--- config.mk ---
export PLATFORM = sky130hd
export DESIGN_NAME = jtag_stream_fifo_flat
export DESIGN_NICKNAME = d
export VERILOG_FILES = /design/src/rtl/jtag_stream_fifo_pkg.sv /design/src/rtl/jtag_stream_fifo_if.sv /design/src/rtl/jsf_sync_fifo.sv /design/src/rtl/jtag_stream_fifo.sv /design/src/flat_wrapper.sv
export SDC_FILE = /design/constraint.sdc
export NUM_CORES = 1
export LEC_CHECK = 0
export BUFFER_PORTS_ARGS = -buffer_cell sky130_fd_sc_hd__buf_4
export CAP_MARGIN = 40
export CORE_MARGIN = 2
export CORE_UTILIZATION = 60
export DETAILED_ROUTE_END_ITERATION = 12
export MAX_ROUTING_LAYER = met4
export PLACE_DENSITY = 0.76
export SYNTH_ARGS = -nofsm -noshare
export SYNTH_HDL_FRONTEND = slang
export SYNTH_SLANG_ARGS = --single-unit
export TNS_END_PERCENT = 100
--- constraint.sdc ---
create_clock -name clk -period 5.2 [get_ports clk]
set_input_delay 1.04 -clock clk [delete_from_list [all_inputs] [get_ports clk]]
set_output_delay 1.04 -clock clk [all_outputs]
set_load 0.01 [all_outputs]
--- src/rtl/jtag_stream_fifo_pkg.sv ---
// rtl/jtag_stream_fifo_pkg.sv - shared constants and helpers for jtag_stream_fifo
// Contents: clog2 constant function, err_flags bit indices, drop counter width.
package jtag_stream_fifo_pkg;

    localparam int ERR_TX_OVF  = 0;
    localparam int ERR_RX_UDF  = 1;
    localparam int ERR_RX_DROP = 2;
    localparam int DROP_CNT_W  = 16;

    // Ceiling log2 for elaboration-time sizing of pointers and levels.
    function automatic int clog2(input int n);
        int r;
        r = 0;
        for (int i = 0; i < 32; i++) begin
            if ((1 << r) < n) begin
                r = r + 1;
            end
        end
        return r;
    endfunction

endpackage

--- src/rtl/jtag_stream_fifo_if.sv ---
// rtl/jtag_stream_fifo_if.sv - host and link side signal bundle for jtag_stream_fifo
// Parameters: DATA_W word width, DEPTH entries per FIFO (level width AW+1).
// Signals: flush; host wr/wr_data/wr_ready, rd/rd_data/rd_valid, tx_level/rx_level,
//          tx_almost_full/rx_almost_empty; link link_r_ena/link_r_dat/link_r_val,
//          link_t_ena/link_t_dat/link_t_dav.
// Modports: master (host + link environment), slave (the FIFO bridge).
interface jtag_stream_fifo_if #(
    parameter int DATA_W = 8,
    parameter int DEPTH  = 64
);
    import jtag_stream_fifo_pkg::*;

    localparam int AW = clog2(DEPTH);

    logic              flush;
    logic              wr;
    logic [DATA_W-1:0] wr_data;
    logic              wr_ready;
    logic              rd;
    logic [DATA_W-1:0] rd_data;
    logic              rd_valid;
    logic [AW:0]       tx_level;
    logic [AW:0]       rx_level;
    logic              tx_almost_full;
    logic              rx_almost_empty;
    logic              link_r_ena;
    logic [DATA_W-1:0] link_r_dat;
    logic              link_r_val;
    logic              link_t_ena;
    logic [DATA_W-1:0] link_t_dat;
    logic              link_t_dav;

    modport master (
        output flush, wr, wr_data, rd, link_r_ena, link_t_ena, link_t_dat,
        input  wr_ready, rd_data, rd_valid, tx_level, rx_level,
               tx_almost_full, rx_almost_empty, link_r_dat, link_r_val, link_t_dav
    );

    modport slave (
        input  flush, wr, wr_data, rd, link_r_ena, link_t_ena, link_t_dat,
        output wr_ready, rd_data, rd_valid, tx_level, rx_level,
               tx_almost_full, rx_almost_empty, link_r_dat, link_r_val, link_t_dav
    );

endinterface

--- src/rtl/jsf_sync_fifo.sv ---
// rtl/jsf_sync_fifo.sv - single-clock FIFO with level output and selectable read style
// Parameters: DATA_W, DEPTH (power of two), SHOWAHEAD (1: head visible on dout while
//             not empty; 0: popped word registered onto dout with a 1-cycle valid pulse).
// Ports: clk, rst_n (async low), flush (sync clear, beats push/pop), push/push_data,
//        pop, dout/dout_valid, level (0..DEPTH), full.
module jsf_sync_fifo
    import jtag_stream_fifo_pkg::*;
#(
    parameter int DATA_W    = 8,
    parameter int DEPTH     = 64,
    parameter bit SHOWAHEAD = 1'b0,
    localparam int AW       = clog2(DEPTH)
) (
    input  logic              clk,
    input  logic              rst_n,
    input  logic              flush,
    input  logic              push,
    input  logic [DATA_W-1:0] push_data,
    input  logic              pop,
    output logic [DATA_W-1:0] dout,
    output logic              dout_valid,
    output logic [AW:0]       level,
    output logic              full
);

    localparam logic [AW:0] FULL_LVL = (AW+1)'(DEPTH);

    logic [DATA_W-1:0] mem [DEPTH];
    logic [AW-1:0]     wr_ptr_q, wr_ptr_d;
    logic [AW-1:0]     rd_ptr_q, rd_ptr_d;
    logic [AW:0]       level_q, level_d;
    logic              empty;
    logic              push_ok;
    logic              pop_ok;

    // Full/empty come from the level so a full FIFO is never mistaken for empty.
    assign full    = (level_q == FULL_LVL);
    assign empty   = (level_q == '0);
    assign level   = level_q;
    assign push_ok = push & ~full & ~flush;
    assign pop_ok  = pop & ~empty & ~flush;

    always_comb begin
        wr_ptr_d = wr_ptr_q;
        rd_ptr_d = rd_ptr_q;
        level_d  = level_q;
        if (flush) begin
            wr_ptr_d = '0;
            rd_ptr_d = '0;
            level_d  = '0;
        end else begin
            if (push_ok) wr_ptr_d = wr_ptr_q + AW'(1);
            if (pop_ok)  rd_ptr_d = rd_ptr_q + AW'(1);
            if (push_ok && !pop_ok)      level_d = level_q + (AW+1)'(1);
            else if (!push_ok && pop_ok) level_d = level_q - (AW+1)'(1);
        end
    end

    always_ff @(posedge clk or negedge rst_n) begin
        if (!rst_n) begin
            wr_ptr_q <= '0;
            rd_ptr_q <= '0;
            level_q  <= '0;
        end else begin
            wr_ptr_q <= wr_ptr_d;
            rd_ptr_q <= rd_ptr_d;
            level_q  <= level_d;
        end
    end

    always_ff @(posedge clk) begin
        if (push_ok) mem[wr_ptr_q] <= push_data;
    end

    if (SHOWAHEAD) begin : g_showahead
        // The read address is the registered rd_ptr, so a word written while empty
        // is visible the cycle level becomes 1. Masked to zero while empty.
        assign dout       = empty ? '0 : mem[rd_ptr_q];
        assign dout_valid = ~empty;
    end else begin : g_registered
        logic [DATA_W-1:0] dout_q, dout_d;
        logic              valid_q, valid_d;

        always_comb begin
            dout_d  = dout_q;
            valid_d = pop_ok;
            if (flush)       dout_d = '0;
            else if (pop_ok) dout_d = mem[rd_ptr_q];
        end

        always_ff @(posedge clk or negedge rst_n) begin
            if (!rst_n) begin
                dout_q  <= '0;
                valid_q <= 1'b0;
            end else begin
                dout_q  <= dout_d;
                valid_q <= valid_d;
            end
        end

        assign dout       = dout_q;
        assign dout_valid = valid_q;
    end

endmodule

--- src/rtl/jtag_stream_fifo.sv ---
// rtl/jtag_stream_fifo.sv - host word interface to JTAG link stream bridge, TX and RX FIFOs
// Parameters: DATA_W, DEPTH, AF_THRESH, AE_THRESH, RX_HEADROOM.
// Ports: clk, rst_n (async low), bus (jtag_stream_fifo_if.slave: flush, host and link sides).
// Optional (macro JTAG_STREAM_FIFO_ERR_EN): err_clr in, err_flags[2:0] sticky
//   {rx_drop, rx_underflow_attempt, tx_overflow_attempt}, drop_cnt saturating RX drop count.
module jtag_stream_fifo
    import jtag_stream_fifo_pkg::*;
#(
    parameter int DATA_W      = 8,
    parameter int DEPTH       = 64,
    parameter int AF_THRESH   = DEPTH - 4,
    parameter int AE_THRESH   = 4,
    parameter int RX_HEADROOM = 2
) (
    input  logic                  clk,
    input  logic                  rst_n,
    jtag_stream_fifo_if.slave     bus
`ifdef JTAG_STREAM_FIFO_ERR_EN
    ,
    input  logic                  err_clr,
    output logic [2:0]            err_flags,
    output logic [DROP_CNT_W-1:0] drop_cnt
`endif
);

    localparam int          AW      = clog2(DEPTH);
    localparam logic [AW:0] AF_LVL  = (AW+1)'(AF_THRESH);
    localparam logic [AW:0] AE_LVL  = (AW+1)'(AE_THRESH);
    localparam logic [AW:0] DAV_LIM = (AW+1)'(DEPTH - RX_HEADROOM);

    logic        tx_full;
    logic        rx_full;
    logic        rx_push;
    logic        rx_pop;
    logic [AW:0] rx_next;
    logic        dav_q, dav_d;

    jsf_sync_fifo #(.DATA_W(DATA_W), .DEPTH(DEPTH), .SHOWAHEAD(1'b0)) u_tx_fifo (
        .clk        (clk),
        .rst_n      (rst_n),
        .flush      (bus.flush),
        .push       (bus.wr),
        .push_data  (bus.wr_data),
        .pop        (bus.link_r_ena),
        .dout       (bus.link_r_dat),
        .dout_valid (bus.link_r_val),
        .level      (bus.tx_level),
        .full       (tx_full)
    );

    jsf_sync_fifo #(.DATA_W(DATA_W), .DEPTH(DEPTH), .SHOWAHEAD(1'b1)) u_rx_fifo (
        .clk        (clk),
        .rst_n      (rst_n),
        .flush      (bus.flush),
        .push       (bus.link_t_ena),
        .push_data  (bus.link_t_dat),
        .pop        (bus.rd),
        .dout       (bus.rd_data),
        .dout_valid (bus.rd_valid),
        .level      (bus.rx_level),
        .full       (rx_full)
    );

    assign bus.wr_ready        = ~tx_full;
    assign bus.tx_almost_full  = (bus.tx_level >= AF_LVL);
    assign bus.rx_almost_empty = (bus.rx_level <= AE_LVL);

    // dav is registered from the next-cycle RX level, so it lags the level by
    // nothing but costs the link one cycle to see; RX_HEADROOM covers that lag.
    assign rx_push = bus.link_t_ena & ~rx_full;
    assign rx_pop  = bus.rd & bus.rd_valid;

    always_comb begin
        rx_next = bus.rx_level;
        if (bus.flush)             rx_next = '0;
        else if (rx_push && !rx_pop) rx_next = bus.rx_level + (AW+1)'(1);
        else if (!rx_push && rx_pop) rx_next = bus.rx_level - (AW+1)'(1);
        dav_d = (rx_next <= DAV_LIM);
    end

    always_ff @(posedge clk or negedge rst_n) begin
        if (!rst_n) dav_q <= 1'b1;
        else        dav_q <= dav_d;
    end

    assign bus.link_t_dav = dav_q;

`ifdef JTAG_STREAM_FIFO_ERR_EN
    logic [2:0]            err_q, err_d;
    logic [DROP_CNT_W-1:0] drop_q, drop_d;

    always_comb begin
        err_d  = err_q;
        drop_d = drop_q;
        if (bus.flush || err_clr) begin
            err_d  = '0;
            drop_d = '0;
        end else begin
            if (bus.wr && tx_full)         err_d[ERR_TX_OVF] = 1'b1;
            if (bus.rd && !bus.rd_valid)   err_d[ERR_RX_UDF] = 1'b1;
            if (bus.link_t_ena && rx_full) begin
                err_d[ERR_RX_DROP] = 1'b1;
                if (drop_q != '1) drop_d = drop_q + DROP_CNT_W'(1);
            end
        end
    end

    always_ff @(posedge clk or negedge rst_n) begin
        if (!rst_n) begin
            err_q  <= '0;
            drop_q <= '0;
        end else begin
            err_q  <= err_d;
            drop_q <= drop_d;
        end
    end

    assign err_flags = err_q;
    assign drop_cnt  = drop_q;
`endif

endmodule
--- src/flat_wrapper.sv ---
// flat-port wrapper written by rule: the top's interface ports become plain ports
module jtag_stream_fifo_flat import jtag_stream_fifo_pkg::*;
#(
    parameter int DATA_W      = 8,
    parameter int DEPTH       = 64,
    parameter int AF_THRESH   = DEPTH - 4,
    parameter int AE_THRESH   = 4,
    parameter int RX_HEADROOM = 2
)
  (clk, rst_n, bus_flush, bus_wr, bus_wr_data, bus_rd, bus_link_r_ena, bus_link_t_ena, bus_link_t_dat, bus_wr_ready, bus_rd_data, bus_rd_valid, bus_tx_level, bus_rx_level, bus_tx_almost_full, bus_rx_almost_empty, bus_link_r_dat, bus_link_r_val, bus_link_t_dav);
  jtag_stream_fifo_if #(.DATA_W(DATA_W), .DEPTH(DEPTH)) bus_i ();
  input  logic clk;
  input  logic rst_n;
  input wire logic [$bits(bus_i.flush)-1:0] bus_flush;
  input wire logic [$bits(bus_i.wr)-1:0] bus_wr;
  input wire logic [$bits(bus_i.wr_data)-1:0] bus_wr_data;
  input wire logic [$bits(bus_i.rd)-1:0] bus_rd;
  input wire logic [$bits(bus_i.link_r_ena)-1:0] bus_link_r_ena;
  input wire logic [$bits(bus_i.link_t_ena)-1:0] bus_link_t_ena;
  input wire logic [$bits(bus_i.link_t_dat)-1:0] bus_link_t_dat;
  output wire logic [$bits(bus_i.wr_ready)-1:0] bus_wr_ready;
  output wire logic [$bits(bus_i.rd_data)-1:0] bus_rd_data;
  output wire logic [$bits(bus_i.rd_valid)-1:0] bus_rd_valid;
  output wire logic [$bits(bus_i.tx_level)-1:0] bus_tx_level;
  output wire logic [$bits(bus_i.rx_level)-1:0] bus_rx_level;
  output wire logic [$bits(bus_i.tx_almost_full)-1:0] bus_tx_almost_full;
  output wire logic [$bits(bus_i.rx_almost_empty)-1:0] bus_rx_almost_empty;
  output wire logic [$bits(bus_i.link_r_dat)-1:0] bus_link_r_dat;
  output wire logic [$bits(bus_i.link_r_val)-1:0] bus_link_r_val;
  output wire logic [$bits(bus_i.link_t_dav)-1:0] bus_link_t_dav;
  assign bus_i.flush = bus_flush;
  assign bus_i.wr = bus_wr;
  assign bus_i.wr_data = bus_wr_data;
  assign bus_i.rd = bus_rd;
  assign bus_i.link_r_ena = bus_link_r_ena;
  assign bus_i.link_t_ena = bus_link_t_ena;
  assign bus_i.link_t_dat = bus_link_t_dat;
  assign bus_wr_ready = bus_i.wr_ready;
  assign bus_rd_data = bus_i.rd_data;
  assign bus_rd_valid = bus_i.rd_valid;
  assign bus_tx_level = bus_i.tx_level;
  assign bus_rx_level = bus_i.rx_level;
  assign bus_tx_almost_full = bus_i.tx_almost_full;
  assign bus_rx_almost_empty = bus_i.rx_almost_empty;
  assign bus_link_r_dat = bus_i.link_r_dat;
  assign bus_link_r_val = bus_i.link_r_val;
  assign bus_link_t_dav = bus_i.link_t_dav;
  jtag_stream_fifo #(.DATA_W(DATA_W), .DEPTH(DEPTH), .AF_THRESH(AF_THRESH), .AE_THRESH(AE_THRESH), .RX_HEADROOM(RX_HEADROOM)) u_core (.clk(clk), .rst_n(rst_n), .bus(bus_i));
endmodule
==> results of run 1 <==
worst register-to-register path: stages (launching register included):
cell	delay [ns]
dfrtp_1	0.51
inv_1	0.15
ha_1	0.32
inv_1	0.19
o31ai_4	0.15
nor3_1	0.49
nand3_1	0.72
nor2_1	0.98
cell type report:
type                       count  share of cell area (%)
multi-input combinational    922                   20.79
sequential                  1072                   66.62
antenna                        1                0.005215
clock buffer                 124                   5.663
clock inverter                69                   1.859
timing repair buffer         143                   2.482
tap                          940                   2.451
inverter                      17                  0.1330
kinds of logic after synthesis:
family,share of synthesized area [%]
adders and majority gates,0.4292
AOI/OAI and AO/OA,2.625
xor gates and xnor gates,0.5762
DFF,75.07
and+or+nand+nor,4.312
muxes,15.49
buffers and inverters,1.496
power groups by stage:
| stage | Combinational [µW] | Sequential [µW] | Clock, µW |
|---|---|---|---|
| floorplan | 2530 | 9840 | 0 |
| global placement | 3380 | 10100 | 0 |
| detailed placement | 3450 | 10100 | 0 |
| CTS | 3500 | 9890 | 7960 |
| global route | 3710 | 9910 | 8280 |
| finish | 3490 | 9880 | 7910 |
cells in the mapped netlist, drive strengths merged, types with 12 or more instances:
master	number
ha	13
inv	16
mux2i	58
a211oi	15
edfxtp	1024
dfrtp	47
mux4	264
buf	71
a22oi	34
xnor2	16
o22ai	16
a21oi	29
nand4	15
o21ai	15
clkbuf	53
nand3	42
nand2	90
o2111ai	14
nand3b	13
xor2	12
nor2	184
through the flow:
stage | worst slack (ns) | utilization [%] | total power, µW | cells | hold WS (ns)
after global routing | 0.2841 | 68.41 | 21910 | 3288 | 0.4615
after CTS | 0.4088 | 68.35 | 21350 | 3282 | 0.4499
after detailed placement | 1.220 | 63.20 | 13520 | 3089 | 0.5203
final | 0.4495 | 68.41 | 21280 | 3288 | 0.4146
after floorplan | 1.905 | - | 12370 | 2135 | 0.5086
after global placement | 1.221 | 62.65 | 13440 | 3041 | 0.5245
final timing paths:
kind | end | start | cells past startpoint | slack (ns)
setup / recovery | bus_rd_data[1] | u_core.u_rx_fifo.rd_ptr_q[0] | 6 | 0.45
hold / removal | u_core.u_tx_fifo.dout[0] | rst_n | 1 | 0.41
setup reg to reg | u_core.u_rx_fifo.mem[51][6] | u_core.u_rx_fifo.level[0] | 7 | 1.32
hold reg to reg | u_core.u_tx_fifo.dout[7] | u_core.u_tx_fifo.dout[7] | 2 | 0.52
max in group asynchronous | u_core.u_tx_fifo.rd_ptr_q[0] | rst_n | 1 | 4.15
min in group clk | u_core.u_tx_fifo.dout[7] | u_core.u_tx_fifo.dout[7] | 2 | 0.52
layer usage:
metal  up-vias  routed length (µm)
li1       8985                   -
met1     11650               37170
met2      1423               49010
met3       212                9985
met4         0                2904
met5         -                   0
state kept, by name, indices dropped and copies added (netlist names):
name and cells:
u_core.u_tx_fifo.dout 8, u_core.bus.link_t_dav 1, u_core.u_tx_fifo.wr_ptr_q 6, u_core.u_tx_fifo.dout_valid 1, u_core.u_rx_fifo.mem 512, u_core.u_tx_fifo.rd_ptr_q 6
u_core.u_rx_fifo.wr_ptr_q 6, u_core.u_tx_fifo.mem 512, u_core.u_rx_fifo.level 7, u_core.u_rx_fifo.rd_ptr_q 6, u_core.u_tx_fifo.level 7
==> results.sh, run 1 <==
export IMPL_drv_slew=0
export IMPL_antenna_found_initial=1
export IMPL_setup_violations=0
export IMPL_place_congestion=0.9110
export IMPL_final_common_cell="edfxtp_1"
export IMPL_synth_top_area_cell="edfxtp_1"
export IMPL_p_int_uw=15910
export IMPL_layout_common_cells="edfxtp_1, mux4_2, nor2_1"
export IMPL_fmax_mhz=210.5
export IMPL_critical_path_startpoint_type="flip-flop"
export IMPL_vias=22270
export IMPL_placed_cell_area_mm2=0.04434
export IMPL_rows=97
export IMPL_dr_pass1_iters=5
export IMPL_crit_chain="buf_12 -> mux4_2 -> mux4_2 -> o2111ai_1 -> nand3_1 -> buf_4"
export IMPL_finalHoldViolations=0
export IMPL_core_mm2=0.07015
export IMPL_met2_usage_pct=43.97
export IMPL_area_growth_pct=12.74
export IMPL_fillers=4289
export IMPL_seq_area_frac_synth_pct=75.07
export IMPL_cts_setup_buffers=0
export IMPL_synth_cell_types=70
export IMPL_syn_inst=2135
export IMPL_synth_top_cell_area_share_pct=72.24
export IMPL_cp_top_family="multiplexers"
export IMPL_hold_class="in -> async"
export IMPL_grt_max_degree=68
export IMPL_synth_edf_count=1024
export IMPL_p_leak_uw=0.01501
export IMPL_grt_overflow_total=0
export IMPL_clock_latency_ns=0.68
export IMPL_maxCapViolCount=0
export IMPL_slew_limit_headroom_pct=36.81
export IMPL_drt_iter0_drc=3157
export IMPL_synth_area_top_cells="edfxtp_1, mux4_2, dfrtp_1, nor2_1, mux2i_1"
export IMPL_place_port_buffers=58
export IMPL_p_per_area_mw_per_mm2=443.4
export IMPL_grt_usage_pct=28.37
export IMPL_crit_top_cell="mux4_2"
export IMPL_drt_wl_total_mm=99.07
export IMPL_drcViolationCount=0
export IMPL_power_switching_uw=5367
export IMPL_hpwlAfterDp_mm=58.24
export IMPL_ys_ff_latch=1072
export IMPL_route_detailed_wl_per_inst_um=30.13
export IMPL_grtUsageMet3_pct=5.334
export IMPL_yosys_warnings=0
export IMPL_synth_nets=2172
export IMPL_register_area_mm2=0.03197
export IMPL_grt_pass1_vias=22430
export IMPL_max_vdd_ir_drop_v=0.0004001
export IMPL_cts_clk_slew_worst_paths_ns=0.06
export IMPL_rsz0062_at_grt="no"
export IMPL_cpPeakStageDelay_ns=0.82
export IMPL_p_comb_share_pct=16.4
export IMPL_layout_drive_gt1_share_pct=26.12
export IMPL_finalClockSkew_ns=0.03608
export IMPL_final_nets=2296
export IMPL_met1_usage_pct=39.16
export IMPL_path_class="reg -> out"
export IMPL_crit_slowest_cell="dfrtp_4"
export IMPL_syn_area_per_cell_um2=19.94
export IMPL_mappedNetlistArea_mm2=0.04256
export IMPL_switching_share_pct=25.22
export IMPL_cts_buffer_depth=3
export IMPL_synthFlopType="edfxtp_1"
export IMPL_worstPathMaxFanout=28
export IMPL_multi_input_area_mm2=0.009975
export IMPL_die_y_um=270.3
export IMPL_status="complete, no violations"
export IMPL_io_pin_count=59
export IMPL_via_per_inst=6.774
export IMPL_start_util_pct=60.67
export IMPL_critPathArrivalTime_ns=3.71
export IMPL_cts_buffers=103
export IMPL_timing_final_crit_share_pct=91.36
export IMPL_crit_required_ns=4.16
export IMPL_grt_pass1_wl_mm=148.0
export IMPL_busiest_layer="met2"
export IMPL_power_frac_seq_pct=46.4
export IMPL_die_area_mm2=0.07309
export IMPL_cts_resized=0
export IMPL_min_period_ns=4.751
export IMPL_worst_pin_slew_ns=0.9443
export IMPL_async_reset_ff_share_pct=4.478
export IMPL_critPathBufInv=2
export IMPL_htree_levels=3
export IMPL_postRouteAntennaNets=0
export IMPL_tns_ns=0
export IMPL_cts_hold_buf=0
export IMPL_die_w_um=270.3
export IMPL_cp_end_kind="primary output"
export IMPL_finalInstanceArea_mm2=0.04799
export IMPL_cts_root_buffer_cell="clkbuf_16"
export IMPL_clock_sinks=1072
export IMPL_cts_tree="built"
export IMPL_p_clk_share_pct=37.2
(Power assumes the default switching activity.)
==> run 2: changes to the inputs <==
PLACE_DENSITY = not set   (was 0.76)
PLACE_DENSITY_LB_ADDON = 0.25   (was not set)
==> results.sh, run 2 (same netlist as run 1, synthesis figures left out) <==
export IMPL_status="complete, no violations"
export IMPL_drt_iter0_drc=2741
export IMPL_worstPathMaxFanout=42
export IMPL_htree_levels=3
export IMPL_tns_ns=0
export IMPL_cts_hold_buf=0
export IMPL_p_clk_share_pct=35.9
export IMPL_power_frac_seq_pct=47.6
export IMPL_placed_cell_area_mm2=0.04421
export IMPL_grt_max_degree=82
export IMPL_clock_latency_ns=0.65
export IMPL_cp_end_kind="primary output"
export IMPL_drcViolationCount=0
export IMPL_io_pin_count=59
export IMPL_die_y_um=270.3
export IMPL_setup_violations=0
export IMPL_worst_pin_slew_ns=0.9389
export IMPL_area_growth_pct=11.96
export IMPL_die_area_mm2=0.07309
export IMPL_maxCapViolCount=0
export IMPL_fillers=4349
export IMPL_die_w_um=270.3
export IMPL_start_util_pct=60.67
export IMPL_rows=97
export IMPL_layout_common_cells="edfxtp_1, mux4_2, nor2_1"
export IMPL_max_vdd_ir_drop_v=0.0003256
export IMPL_drv_slew=0
export IMPL_place_port_buffers=58
export IMPL_via_per_inst=6.617
export IMPL_cts_setup_buffers=0
export IMPL_place_congestion=0.8423
export IMPL_clock_sinks=1072
export IMPL_cpPeakStageDelay_ns=0.78
export IMPL_finalClockSkew_ns=0.03214
export IMPL_core_mm2=0.07015
export IMPL_critical_path_startpoint_type="flip-flop"
export IMPL_crit_required_ns=4.16
export IMPL_critPathArrivalTime_ns=3.55
export IMPL_fin_util_pct=67.93
export IMPL_p_leak_uw=0.01483
export IMPL_crit_chain="buf_12 -> mux4_2 -> mux4_2 -> nand4_1 -> nand3_1 -> buf_4"
export IMPL_vias=21640
export IMPL_grt_overflow_total=0
export IMPL_finalHoldViolations=0
export IMPL_final_nets=2281
export IMPL_slew_limit_headroom_pct=37.21
export IMPL_cts_tree="built"
export IMPL_hpwlAfterDp_mm=56.76
export IMPL_min_period_ns=4.589
export IMPL_postRouteAntennaNets=0
export IMPL_path_class="reg -> out"
export IMPL_fmax_mhz=217.9
export IMPL_grt_pass1_wl_mm=140.8
export IMPL_cts_clk_slew_worst_paths_ns=0.07
export IMPL_p_comb_share_pct=16.5
export IMPL_timing_final_crit_share_pct=88.25
export IMPL_grt_usage_pct=27.00
export IMPL_antenna_found_initial=0
export IMPL_p_int_uw=15550
export IMPL_final_common_cell="edfxtp_1"
export IMPL_grt_pass1_vias=21590
export IMPL_hold_class="in -> async"
export IMPL_switching_share_pct=25.07
export IMPL_cts_root_buffer_cell="clkbuf_16"
export IMPL_rsz0062_at_grt="no"
export IMPL_dr_pass1_iters=5
export IMPL_hold_ws_ns=0.4443
export IMPL_cts_resized=0
export IMPL_diodes=0
export IMPL_crit_top_cell="mux4_2"
export IMPL_p_per_area_mw_per_mm2=435.6
export IMPL_drt_wl_total_mm=95.03
export IMPL_finalInstanceArea_mm2=0.04765
export IMPL_cts_buffers=103
export IMPL_crit_slowest_cell="dfrtp_4"
export IMPL_layout_drive_gt1_share_pct=24.72
export IMPL_cts_buffer_depth=3
export IMPL_route_detailed_wl_per_inst_um=29.06
export IMPL_power_switching_uw=5205
run 2: changes by cell type in the layout (fill, tap and decap cells not counted), moves of 2 or more:
cell        before  now
bufinv_16       18   11
clkinv_1        12   21
inv_6            0    3
clkinv_2        21   14
clkbuf_1        16   27
buf_4          133  117
clkinvlp_4      12    4
clkinv_8         4    2
run 2: cell type report:
cell class	count	area [µm²]	share of cell area, %
clock buffers	135	2770	5.813
clock inverters	56	614.3	1.289
inverters	17	63.81	0.1339
multi-input cells	922	9975	20.93
flip-flops and latches	1072	31970	67.09
well taps	940	1176	2.468
repair buffers	128	1086	2.279
run 2: path summary, 6_finish.rpt:
check                      slack (ns)  cells past startpoint                          from                            to
setup / recovery                 0.61                      6  u_core.u_rx_fifo.rd_ptr_q[0]                bus_rd_data[0]
hold / removal                   0.44                      1                         rst_n  u_core.u_tx_fifo.rd_ptr_q[5]
setup reg to reg                 1.34                     11     u_core.u_tx_fifo.level[0]     u_core.u_tx_fifo.level[6]
hold reg to reg                  0.55                      2      u_core.u_tx_fifo.dout[5]      u_core.u_tx_fifo.dout[5]
max in group asynchronous        4.20                      1                         rst_n  u_core.u_rx_fifo.rd_ptr_q[1]
min in group clk                 0.55                      2      u_core.u_tx_fifo.dout[5]      u_core.u_tx_fifo.dout[5]
run 2: critical path, delay by kind of cell, from the launching register on:
kind,cells,cell delay (ns)
buffers and inverters,2,0.57
and+or+nand+nor,2,0.45
DFF,1,0.78
muxes,2,1.04
run 2: stage by stage:
step	setup WS, ns	instances	total power [µW]
final	0.6108	3270	20760
after CTS	0.5642	3263	20850
after detailed placement	1.263	3072	13470
after global routing	0.4495	3270	21430
after global placement	1.273	3034	13390
after floorplan	1.905	2135	12370
run 2: per-layer routing:
layer / wire [µm] / vias up / part of all wire, % / track usage (%)
met2: 44750 / 1211 / 47 / 39.39
met5: 0 / - / 0 / -
met4: 2324 / 0 / 2.4 / 7.575
li1: - / 8951 / - / -
met3: 9508 / 174 / 10 / 5.957
met1: 38440 / 11300 / 40 / 39.27
run 2: power groups by stage:
| stage | Clock [µW] | Sequential, µW | Combinational, µW |
|---|---|---|---|
| after floorplan | 0 | 9840 | 2530 |
| after global routing | 7870 | 9920 | 3650 |
| final | 7450 | 9890 | 3420 |
| after global placement | 0 | 10100 | 3300 |
| after CTS | 7540 | 9890 | 3430 |
| after detailed placement | 0 | 10100 | 3400 |
